`src/rtl/reg_scoreboard.sv`:
```
// ---------------------------------------------------------------------------
// reg_scoreboard
//   Producer-side hazard tracker sitting at ID/issue of the 5-stage MIPS
//   pipeline. For every architectural register 1..31 it keeps a countdown of
//   the cycles left until that register's pending result reaches a stage the
//   forwarding network can read. An ID instruction whose sources are still
//   counting down is held (stall) until they become forwardable. A saturating
//   counter records how many cycles were lost to stalls.
//
// Ports:
//   clk_i          rising-edge clock
//   rst_n          asynchronous active-low reset
//   issue_valid    an instruction is present in ID
//   issue_regwrite instruction writes the register file
//   issue_memread  instruction is a load
//   issue_mul      instruction is a multi-cycle multiply (ignored for loads)
//   issue_regs     rs of the ID instruction
//   issue_regt     rt of the ID instruction
//   issue_uses_rt  rt is a true source operand
//   issue_regd     destination register of the ID instruction
//   flush          branch/jump squash of the ID instruction
//   stall          hold PC/IF-ID and bubble ID/EX (combinational)
//   busy_mask      bit r set while register r still has a pending countdown
//   stall_count    saturating count of stalled cycles
// ---------------------------------------------------------------------------
module reg_scoreboard #(
  parameter int LOAD_LAT    = 1,
  parameter int MUL_LAT     = 3,
  parameter int CNT_W       = 2,
  parameter int STALL_CNT_W = 16
) (
  input  logic                   clk_i,
  input  logic                   rst_n,
  input  logic                   issue_valid,
  input  logic                   issue_regwrite,
  input  logic                   issue_memread,
  input  logic                   issue_mul,
  input  logic [4:0]             issue_regs,
  input  logic [4:0]             issue_regt,
  input  logic                   issue_uses_rt,
  input  logic [4:0]             issue_regd,
  input  logic                   flush,
  output logic                   stall,
  output logic [31:0]            busy_mask,
  output logic [STALL_CNT_W-1:0] stall_count
);

  // Register 0 is hard-wired to zero in MIPS, so it is never tracked.
  logic [31:1][CNT_W-1:0]   countdown_q, countdown_d;
  logic [STALL_CNT_W-1:0]   stall_count_q, stall_count_d;

  logic [31:0]              busyVec;
  logic                     hzS, hzT;
  logic                     issueEn;
  logic [CNT_W-1:0]         newLat;

  // Bit 0 of busyVec stays 0, which makes the "source is not $0" part of
  // the hazard check fall out of a plain index lookup.
  always_comb begin
    busyVec = '0;
    for (int r = 1; r < 32; r++) begin
      busyVec[r] = |countdown_q[r];
    end
  end

  assign hzS       = busyVec[issue_regs];
  assign hzT       = issue_uses_rt && busyVec[issue_regt];
  // Flush wins over stall: a squashed instruction never holds the front end.
  assign stall     = issue_valid && !flush && (hzS || hzT);
  assign busy_mask = busyVec;

  assign issueEn = issue_valid && !flush && !stall && issue_regwrite &&
                   (issue_regd != 5'd0);

  // ALU results forward the next cycle, so they record no wait at all.
  always_comb begin
    if (issue_memread) begin
      newLat = CNT_W'(LOAD_LAT);
    end else if (issue_mul) begin
      newLat = CNT_W'(MUL_LAT);
    end else begin
      newLat = '0;
    end
  end

  // Every countdown ticks toward zero each cycle, stalled or not; an issuing
  // writer keeps the longer of the remaining wait and its own latency so a
  // younger fast producer cannot hide an older slow one (WAW).
  always_comb begin
    countdown_d = '0;
    for (int r = 1; r < 32; r++) begin
      logic [CNT_W-1:0] dec;
      dec = (countdown_q[r] == '0) ? '0 : countdown_q[r] - 1'b1;
      if (issueEn && (issue_regd == r[4:0])) begin
        countdown_d[r] = (dec > newLat) ? dec : newLat;
      end else begin
        countdown_d[r] = dec;
      end
    end
  end

  // The performance counter sticks at all-ones instead of wrapping.
  always_comb begin
    stall_count_d = stall_count_q;
    if (stall && (stall_count_q != '1)) begin
      stall_count_d = stall_count_q + 1'b1;
    end
  end

  always_ff @(posedge clk_i or negedge rst_n) begin
    if (!rst_n) begin
      countdown_q   <= '0;
      stall_count_q <= '0;
    end else begin
      countdown_q   <= countdown_d;
      stall_count_q <= stall_count_d;
    end
  end

  assign stall_count = stall_count_q;

endmodule

```
`config.mk`:
```
export PLATFORM = sky130hd
export DESIGN_NAME = reg_scoreboard
export DESIGN_NICKNAME = d
export VERILOG_FILES = /design/src/rtl/reg_scoreboard.sv
export SDC_FILE = /design/constraint.sdc
export NUM_CORES = 1
export LEC_CHECK = 0
export ABC_AREA = 1
export CAP_MARGIN = 20
export CORE_MARGIN = 1
export CORE_UTILIZATION = 55
export DETAILED_ROUTE_END_ITERATION = 10
export PLACE_DENSITY = 0.75
export SYNTH_ARGS = -nofsm -noshare
export SYNTH_HDL_FRONTEND = slang
export SYNTH_SLANG_ARGS = --single-unit
export TNS_END_PERCENT = 1
```
`constraint.sdc`:
```
create_clock -name clk_i -period 4.6 [get_ports clk_i]
set_input_delay 0.92 -clock clk_i [delete_from_list [all_inputs] [get_ports clk_i]]
set_output_delay 0.92 -clock clk_i [all_outputs]
set_load 0.005 [all_outputs]
```
==> results.yml, run 1 <==
clock_network:
  postCtsHoldBufs: 0
  cts-resized-gates: 0
  cts_max_level: 3
  ctsRootBufferMaster: "clkbuf_16"
  clk_pin_slew_ns: 0.06
  clock_sink_count: 78
  max-clock-path-buffers: 2
  post_cts_buffers: 0
  cts_tree: "built"
  worst_skew_pair.late_latency_ns: 0.35
  cts_made_buffers: 9
timing:
  finalClockSkew_ns: 0.00592
  finalMaxSlewViolations: 0
  setup_viol: 0
  rsz0062_at_grt: "no"
  whs_ns: 0.497
  tns_ns: 0
  layout_setup_ws_ns: 0.267
  finalHoldViolCount: 0
  timing.fmax_mhz: 231
  final.min_clock_period_ns: 4.33
  maxSlewHeadroom_pct: 50.1
  tightest_slew_ns: 0.746
  fin_crit_sh_pct: 94.2
floorplan:
  num_io_pins: 72
  rows: 42
  die_width_um: 119
  start_util_pct: 56.6
  die-area_um2: 14200
  core_um2: 13300
  fp.dieH_um: 119
setup_path:
  path_buf_inv: 3
  cp.required_ns: 3.68
  critPathCaptureType: "primary output"
  arrival_ns: 3.41
  cp_max_fo: 10
  cp_slowest_stage_delay_ns: 0.74
  path_delay_family: "buffers and inverters"
  critPathSlowestCell: "clkdlybuf4s50_1"
  crit_start: "issue_regt[0]"
  path_cells: "clkdlybuf4s50_1 > buf_4 > nand2_1 > nand3_1 > nand3_1 > nand3_1 > nand2_1 > nand2_1 > nand3_4 > a21boi_0 > clkdlybuf4s50_1"
  cp-start-kind: "primary input"
  crit-reg2reg-launch: "countdown_q[43]"
  path_class: "in -> out"
route:
  drc: 0
  wirelength_mm: 19.2
  drt_iter0_drc: 512
  via_count: 7302
  drtAntennaViolNets: 0
  via_per_inst: 5.12
  dr.pass1.iters: 5
  routedWlPerCell_um: 13.5
hold_path:
  worstHoldPathType: "reg -> reg"
  min_from: "countdown_q[48]"
global_route:
  grt_pass1_wl_mm: 31.9
  grt_antenna_before_repair: 0
  grtUsageTotal_pct: 28.4
  grt_max_degree: 44
  grt_overflow: 0
  grt_pass1_vias: 6719
synth:
  synth_cells: 1180
  async_reset_ff_share_pct: 100
  synthSimpleGateAreaFrac_pct: 38.8
  synth_seq_cells: 78
  synth_xor_area_share_pct: 1.51
  synth_compound_gate_area_share_pct: 5.39
  synth-edff-count: 0
  synth_top_family_by_area: "simple AND/OR/NAND/NOR gates"
  synth_cell_types: 30
  syn-num-nets: 1285
  synthAdderAreaFrac_pct: 13.6
  synth.top_cells.by_area: "dfrtp_1 26%, nand2_1 19%, ha_1 14%"
  synth_area_um2: 7520
  yosysTopAreaCellShare_pct: 25.9
  yosys_warnings: 0
  ys.flop_type: "dfrtp_1"
  netlist.top_cell.by_area: "dfrtp_1"
  muxShareOfSynthArea_pct: 0
  syn_area_per_cell_um2: 6.38
  yosysSeqAreaShare_pct: 25.9
final_layout:
  layout_commonest_cell: "nand2_1"
  n_fill_cell: 1244
  syn_to_final_growth_pct: 14.9
  final_layout_size_suffix_gt1_share_pct: 4.80
  antenna_cells: 0
  seqCellArea_um2: 1950
  final_cell_mix: "385 x nand2_1, 238 x inv_1, 136 x nor2_1"
  fin_area_um2: 8650
  multi_input_area_um2: 4470
  fin_nets: 1350
flow_run:
  maxCapViolCount: 0
placed_design:
  dpl_cell_area_um2: 8370
  place.gp.congestion: 0.903
  dp_hpwl_mm: 14.1
  dp_slack_ns: 0.335
  io_buffers: 70
power_and_ir_drop:
  ir_drop_uv: 196
  p_total_mw: 1.75
  power_density_nw_per_um2: 202
  leakagePower_nw: 4.66
run_status:
  status: "finished clean"
-- flip-flops by register name (all words and copies together), names as in the netlist --
register	flops
countdown_q	62
stall_count	16
-- cell usage after synthesis (3+ instances only) --
cell	instances
nand4_1	47
nor2_4	20
xor2_1	7
ha_1	82
o21ai_0	36
clkbuf_1	12
or2_1	4
buf_2	7
buf_4	5
o211ai_1	3
nand3_4	3
inv_1	238
nor2_1	136
xnor2_1	6
o221ai_1	3
buf_6	4
nand3_1	61
nor3_1	3
dfrtp_1	78
o22ai_1	27
nand2_1	386
-- report_power, final --
| group | internal [mW] | switching (mW) | total [mW] | leakage (nW) |
|---|---|---|---|---|
| clock | 0.393 | 0.300 | 0.693 | 0.139 |
| combinational | 0.122 | 0.210 | 0.331 | 3.43 |
| sequential | 0.701 | 0.0220 | 0.723 | 1.09 |
| total | 1.22 | 0.532 | 1.75 | 4.66 |
-- metal layers --
layer / vias up / track usage, % / wire length (um)
met5: - / 0 / 0
met1: 3328 / 38.4 / 9140
met4: 0 / 9.81 / 323
li1: 3759 / - / -
met2: 193 / 46.6 / 8780
met3: 22 / 3.64 / 943
-- logic make-up (layout without fill, tap and decap cells) --
| group | after synthesis | in the layout |
|---|---|---|
| simple gates | 665 | 665 |
| buf+inv | 271 | 340 |
| flops | 78 | 78 |
| fa+ha+maj | 82 | 82 |
| xor+xnor | 13 | 13 |
| compound gates | 70 | 70 |
| other cells | 1 | 1 |
-- final timing paths --
check	endpoint	slack [ns]	depth (start not counted)
worst max-delay path	stall	0.27	11
worst min-delay path	countdown_q[49]	0.50	2
worst max register to register	countdown_q[25]	1.85	15
worst min register to register	countdown_q[49]	0.50	2
max in group asynchronous	stall_count[4]	3.10	2
min in group asynchronous	countdown_q[60]	0.57	1
-- worst min-delay path: cells and delay by family (launching register included) --
kind	cells	cell delay [ns]
compound gates	1	0.07
flops	1	0.34
simple gates	1	0.06
-- area by class of cell --
cell class	count	area share [%]
Clock buffer	12	2.97
Clock inverter	3	0.217
Inverter	241	10.5
Multi-Input combinational cell	831	51.7
Sequential cell	78	22.6
Tap cell	176	2.55
Timing Repair Buffer	84	9.44
-- per-stage QoR --
step	utilization, %	std cells
3_3_place_gp	63.0	1410
5_1_grt	65.0	1425
6_report	65.0	1425
3_5_place_dp	63.0	1410
2_1_floorplan	-	1180
4_1_cts	65.0	1425
Note: power is estimated with default switching activity, not from simulation.
==> run 2: changes to the inputs <==
Settings changed: CORE_ASPECT_RATIO from default to 0.75.
==> run 2 against run 1 <==
  * Flip-flop and latch count unchanged
  * First-iteration DRC count down 22%
  * Critical endpoint unchanged
  * Highest routed layer unchanged
  * Largest power group is now the clock network
  * Routed wire length up 1.7%
  * Maximum frequency up 1.9%
==> results.yml, run 2 (synthesized netlist as in run 1, its figures left out) <==
setup_path:
  path_delay_family: "buffers and inverters"
  cp.depth: 11
  cp_slowest_stage_delay_ns: 0.73
  cp_max_fo: 10
  path_buf_inv: 3
  critPathCaptureType: "primary output"
  cp-start-kind: "primary input"
  reg2regPathDepth: 15
  path_cells: "clkdlybuf4s50_1 > buf_4 > nand2_1 > nand3_1 > nand3_1 > nand2_1 > nand2_1 > nand3_1 > nand2_4 > a21boi_0 > clkdlybuf4s50_1"
  cp.required_ns: 3.68
  critPathSlowestCell: "clkdlybuf4s50_1"
  arrival_ns: 3.33
  path_class: "in -> out"
route:
  drt_iter0_drc: 398
  via_per_inst: 5.16
  dr.pass1.iters: 7
  wirelength_mm: 19.5
  routedWlPerCell_um: 13.7
  drc: 0
  via_count: 7330
  drtAntennaViolNets: 0
global_route:
  grt_max_degree: 49
  grt_overflow: 0
  grt_pass1_vias: 6761
  grt_antenna_before_repair: 0
  grtUsageTotal_pct: 29.8
  grt_pass1_wl_mm: 32.6
clock_network:
  clk_pin_slew_ns: 0.06
  cts-resized-gates: 0
  ctsRootBufferMaster: "clkbuf_16"
  cts_max_level: 3
  clock_sink_count: 78
  cts_tree: "built"
  postCtsHoldBufs: 0
  worst_skew_pair.late_latency_ns: 0.34
  post_cts_buffers: 0
  max-clock-path-buffers: 2
  cts_made_buffers: 9
final_layout:
  final_layout_size_suffix_gt1_share_pct: 4.64
  layout_commonest_cell: "nand2_1"
  syn_to_final_growth_pct: 15.5
  antenna_cells: 0
  largest_reg_flops: 62
  fin_nets: 1349
  final_cell_mix: "385 x nand2_1, 238 x inv_1, 136 x nor2_1"
  layoutNonFillerInstCount: 1420
  regMostFlops: "countdown_q"
timing:
  rsz0062_at_grt: "no"
  tns_ns: 0
  maxSlewHeadroom_pct: 46.7
  fin_crit_sh_pct: 92.5
  finalClockSkew_ns: 0.00742
  setup_viol: 0
  finalHoldViolCount: 0
  tightest_slew_ns: 0.799
  finalMaxSlewViolations: 0
  layout_setup_ws_ns: 0.345
  whs_ns: 0.514
  timing.fmax_mhz: 235
  final.min_clock_period_ns: 4.25
floorplan:
  fp.dieH_um: 103
  rows: 36
  core_um2: 13200
  start_util_pct: 57.2
  num_io_pins: 72
  die-area_um2: 14200
  die_width_um: 137
placed_design:
  place.gp.congestion: 0.936
  dp_hpwl_mm: 14.4
  dp_slack_ns: 0.421
  io_buffers: 70
  placed_cells: 1404
run_status:
  status: "finished clean"
power_and_ir_drop:
  leakagePower_nw: 4.67
  p_total_mw: 1.88
  power_density_nw_per_um2: 216
  ir_drop_uv: 160
hold_path:
  worstHoldPathType: "reg -> reg"
  hold_depth: 2
flow_run:
  maxCapViolCount: 0
==> run 2: power by group <==
group	internal [mW]	switching, mW
logic	0.121	0.211
registers	0.701	0.0211
clock network	0.530	0.291
==> run 2: metrics by stage <==
step | util (%) | instance area [um2]
3_5_place_dp | 63.5 | 8360
5_1_grt | 66.1 | 8690
6_report | 66.1 | 8690
3_3_place_gp | 63.5 | 8360
4_1_cts | 66.1 | 8690
2_1_floorplan | - | 7520
==> run 2: layout make-up <==
cell class | count | area [um2]
multi-input cells | 831 | 4470
fillers | 1251 | 4460
flip-flops and latches | 78 | 1950
inverters | 241 | 910
repair buffers | 83 | 808
clock buffers | 12 | 236
well taps | 171 | 214
clock inverters | 4 | 95.1
==> run 2: final timing paths <==
path / startpoint / to / slack (ns)
setup / recovery: issue_regs[0] / stall / 0.35
hold / removal: countdown_q[48] / countdown_q[49] / 0.51
setup reg to reg: countdown_q[51] / countdown_q[3] / 1.74
hold reg to reg: countdown_q[48] / countdown_q[49] / 0.51
max in group asynchronous: rst_n / countdown_q[17] / 3.09
min in group asynchronous: rst_n / countdown_q[61] / 0.61
==> run 2: worst min-delay path, cell delays in order, from the launching register on <==
cell	delay, ns
dfrtp_1	0.35
nand2_1	0.06
o21ai_0	0.07
==> run 2: layer usage <==
metal,global-route usage [%],vias up,part of all wire (%)
li1,-,3759,-
met1,40.7,3323,48
met2,49.7,217,45
met3,4.48,31,6.3
met4,7.35,0,1.4
met5,0,-,0
==> run 3: changes to the inputs <==
Settings changed: SKIP_CTS_REPAIR_TIMING from default to 1.
Clock period 4.6 ns to 4.9 ns, I/O delays scaled along.
==> run 3 against run 2 <==
  * Count of clock-buffer cells in the layout fell by 3
  * Sequential power decreased by 6.1%
  * Register-to-register slack better by 0.27 ns
  * Routed wire length decreased by 1.3%
  * Hold slack got worse by 0.012 ns
  * Cell count unchanged
  * Clock power is 5.7% lower
  * Highest routed layer unchanged
  * Utilization rose by 0.14 points
==> results.yml, run 3 (synthesized netlist as in run 1, its figures left out) <==
power_and_ir_drop:
  comb_power_share_pct: 17.7
  p_switching_mw: 0.497
  leakagePower_nw: 4.68
  netSwitchingFraction_pct: 28.1
  power_frac_seq_pct: 38.4
  p_total_mw: 1.77
  p_clk_share_pct: 43.8
  power_density_nw_per_um2: 203
  ir_drop_uv: 187
  p_int_mw: 1.27
setup_path:
  arrival_ns: 3.19
  regToRegSetupSlack_ns: 2.01
  reg2regPathDepth: 15
  critPathCaptureType: "primary output"
  reg2reg_to: "countdown_q[19]"
  path_class: "in -> out"
  cp.required_ns: 3.92
  crit-reg2reg-launch: "countdown_q[51]"
  cp_max_fo: 14
  cp-start-kind: "primary input"
final_layout:
  antenna_cells: 0
  final_layout_size_suffix_gt1_share_pct: 4.88
  n_fill_cell: 1227
  fin_nets: 1349
  layout_commonest_cell: "nand2_1"
  fin_util_pct: 66.2
  syn_to_final_growth_pct: 15.7
  final_cell_mix: "385 x nand2_1, 238 x inv_1, 136 x nor2_1"
  largest_reg_flops: 62
  regMostFlops: "countdown_q"
route:
  drc: 0
  wirelength_mm: 19.3
  drtAntennaViolNets: 0
  via_count: 7263
  routedWlPerCell_um: 13.6
  drt_iter0_drc: 485
  dr.pass1.iters: 5
  via_per_inst: 5.11
floorplan:
  die_width_um: 137
  num_io_pins: 72
  rows: 36
  core_um2: 13200
  die-area_um2: 14200
  start_util_pct: 57.2
  fp.dieH_um: 103
hold_path:
  hold_depth: 2
  worstHoldPathType: "reg -> reg"
  min_from: "countdown_q[48]"
  worstHoldEndpoint: "countdown_q[49]"
global_route:
  grt_overflow: 0
  grt_max_degree: 61
  grt_pass1_vias: 6636
  grtUsageTotal_pct: 29.0
  grt_antenna_before_repair: 0
  grt_pass1_wl_mm: 31.7
clock_network:
  cts_made_buffers: 9
  clk_pin_slew_ns: 0.06
  worst_skew_pair.late_latency_ns: 0.34
  max-clock-path-buffers: 2
  clock_sink_count: 78
  ctsRootBufferMaster: "clkbuf_16"
  cts_max_level: 3
  cts_tree: "built"
timing:
  rsz0062_at_grt: "no"
  setup_viol: 0
  final.min_clock_period_ns: 4.17
  timing.fmax_mhz: 240
  tightest_slew_ns: 0.746
  finalMaxSlewViolations: 0
  finalClockSkew_ns: 0.00631
  fin_crit_sh_pct: 85.2
  finalHoldViolCount: 0
  tns_ns: 0
  maxSlewHeadroom_pct: 50.1
run_status:
  status: "finished clean"
placed_design:
  place.gp.congestion: 0.939
  io_buffers: 70
  dp_hpwl_mm: 14.2
flow_run:
  maxCapViolCount: 0
==> run 3: cell types whose count changed in the layout (fill, tap and decap cells not counted) <==
cell | previous run | this run
clkinvlp_4 | 0 | 1
clkinv_2 | 1 | 3
clkbuf_1 | 3 | 0
buf_12 | 1 | 2
buf_4 | 13 | 12
==> run 3: critical path: stages <==
cell and delay, ns:
clkdlybuf4s50_1 0.58, buf_4 0.25, nand2_1 0.07, nand3_1 0.09, nand3_1 0.07, nand3_1 0.09, nand2_1 0.08, nand2_1 0.10
nand3_4 0.07, a21boi_0 0.25, clkdlybuf4s50_1 0.56
==> run 3: cell type report <==
cell class                      count  area (um2)  share of cell area, %
Tap cell                          171         214                   2.46
Clock buffer                        9         225                   2.59
Timing Repair Buffer               83         821                   9.43
Multi-Input combinational cell    831        4470                   51.4
Clock inverter                      7         113                   1.29
Sequential cell                    78        1950                   22.4
Inverter                          241         910                   10.4
==> run 3: how the worst max path moves through the flow <==
stage / depth (start not counted) / endpoint / from
after floorplan: 9 / countdown_q[26] / issue_memread
after global placement: 11 / stall / issue_regt[0]
after detailed placement: 11 / stall / issue_regt[0]
after CTS: 11 / stall / issue_regt[0]
after global routing: 11 / stall / issue_regt[0]
final: 11 / stall / issue_regt[0]
==> run 3: per-stage QoR <==
stage	cells	setup WS [ns]	instance area, um2	hold slack [ns]
after floorplan	1180	1.69	7520	0.450
after global placement	1403	0.740	8350	0.466
after detailed placement	1403	0.733	8350	0.487
after CTS	1419	0.707	8690	0.499
after global routing	1420	0.548	8710	0.529
final	1420	0.725	8710	0.502
==> run 3: power groups by stage <==
stage	clock [mW]	sequential (mW)	combinational [mW]
3_5_place_dp	0	0.690	0.307
2_1_floorplan	0	0.686	0.196
6_report	0.774	0.678	0.313
4_1_cts	0.785	0.678	0.310
5_1_grt	0.814	0.679	0.356
3_3_place_gp	0	0.689	0.301
==> run 3: routing by layer <==
| metal | GRT usage [%] | part of all wire [%] | up-vias |
|---|---|---|---|
| met5 | 0 | 0 | - |
| met4 | 9.81 | 2.0 | 0 |
| met3 | 5.51 | 6.8 | 32 |
| met2 | 46.9 | 43 | 223 |
| met1 | 38.9 | 48 | 3261 |
| li1 | - | - | 3747 |
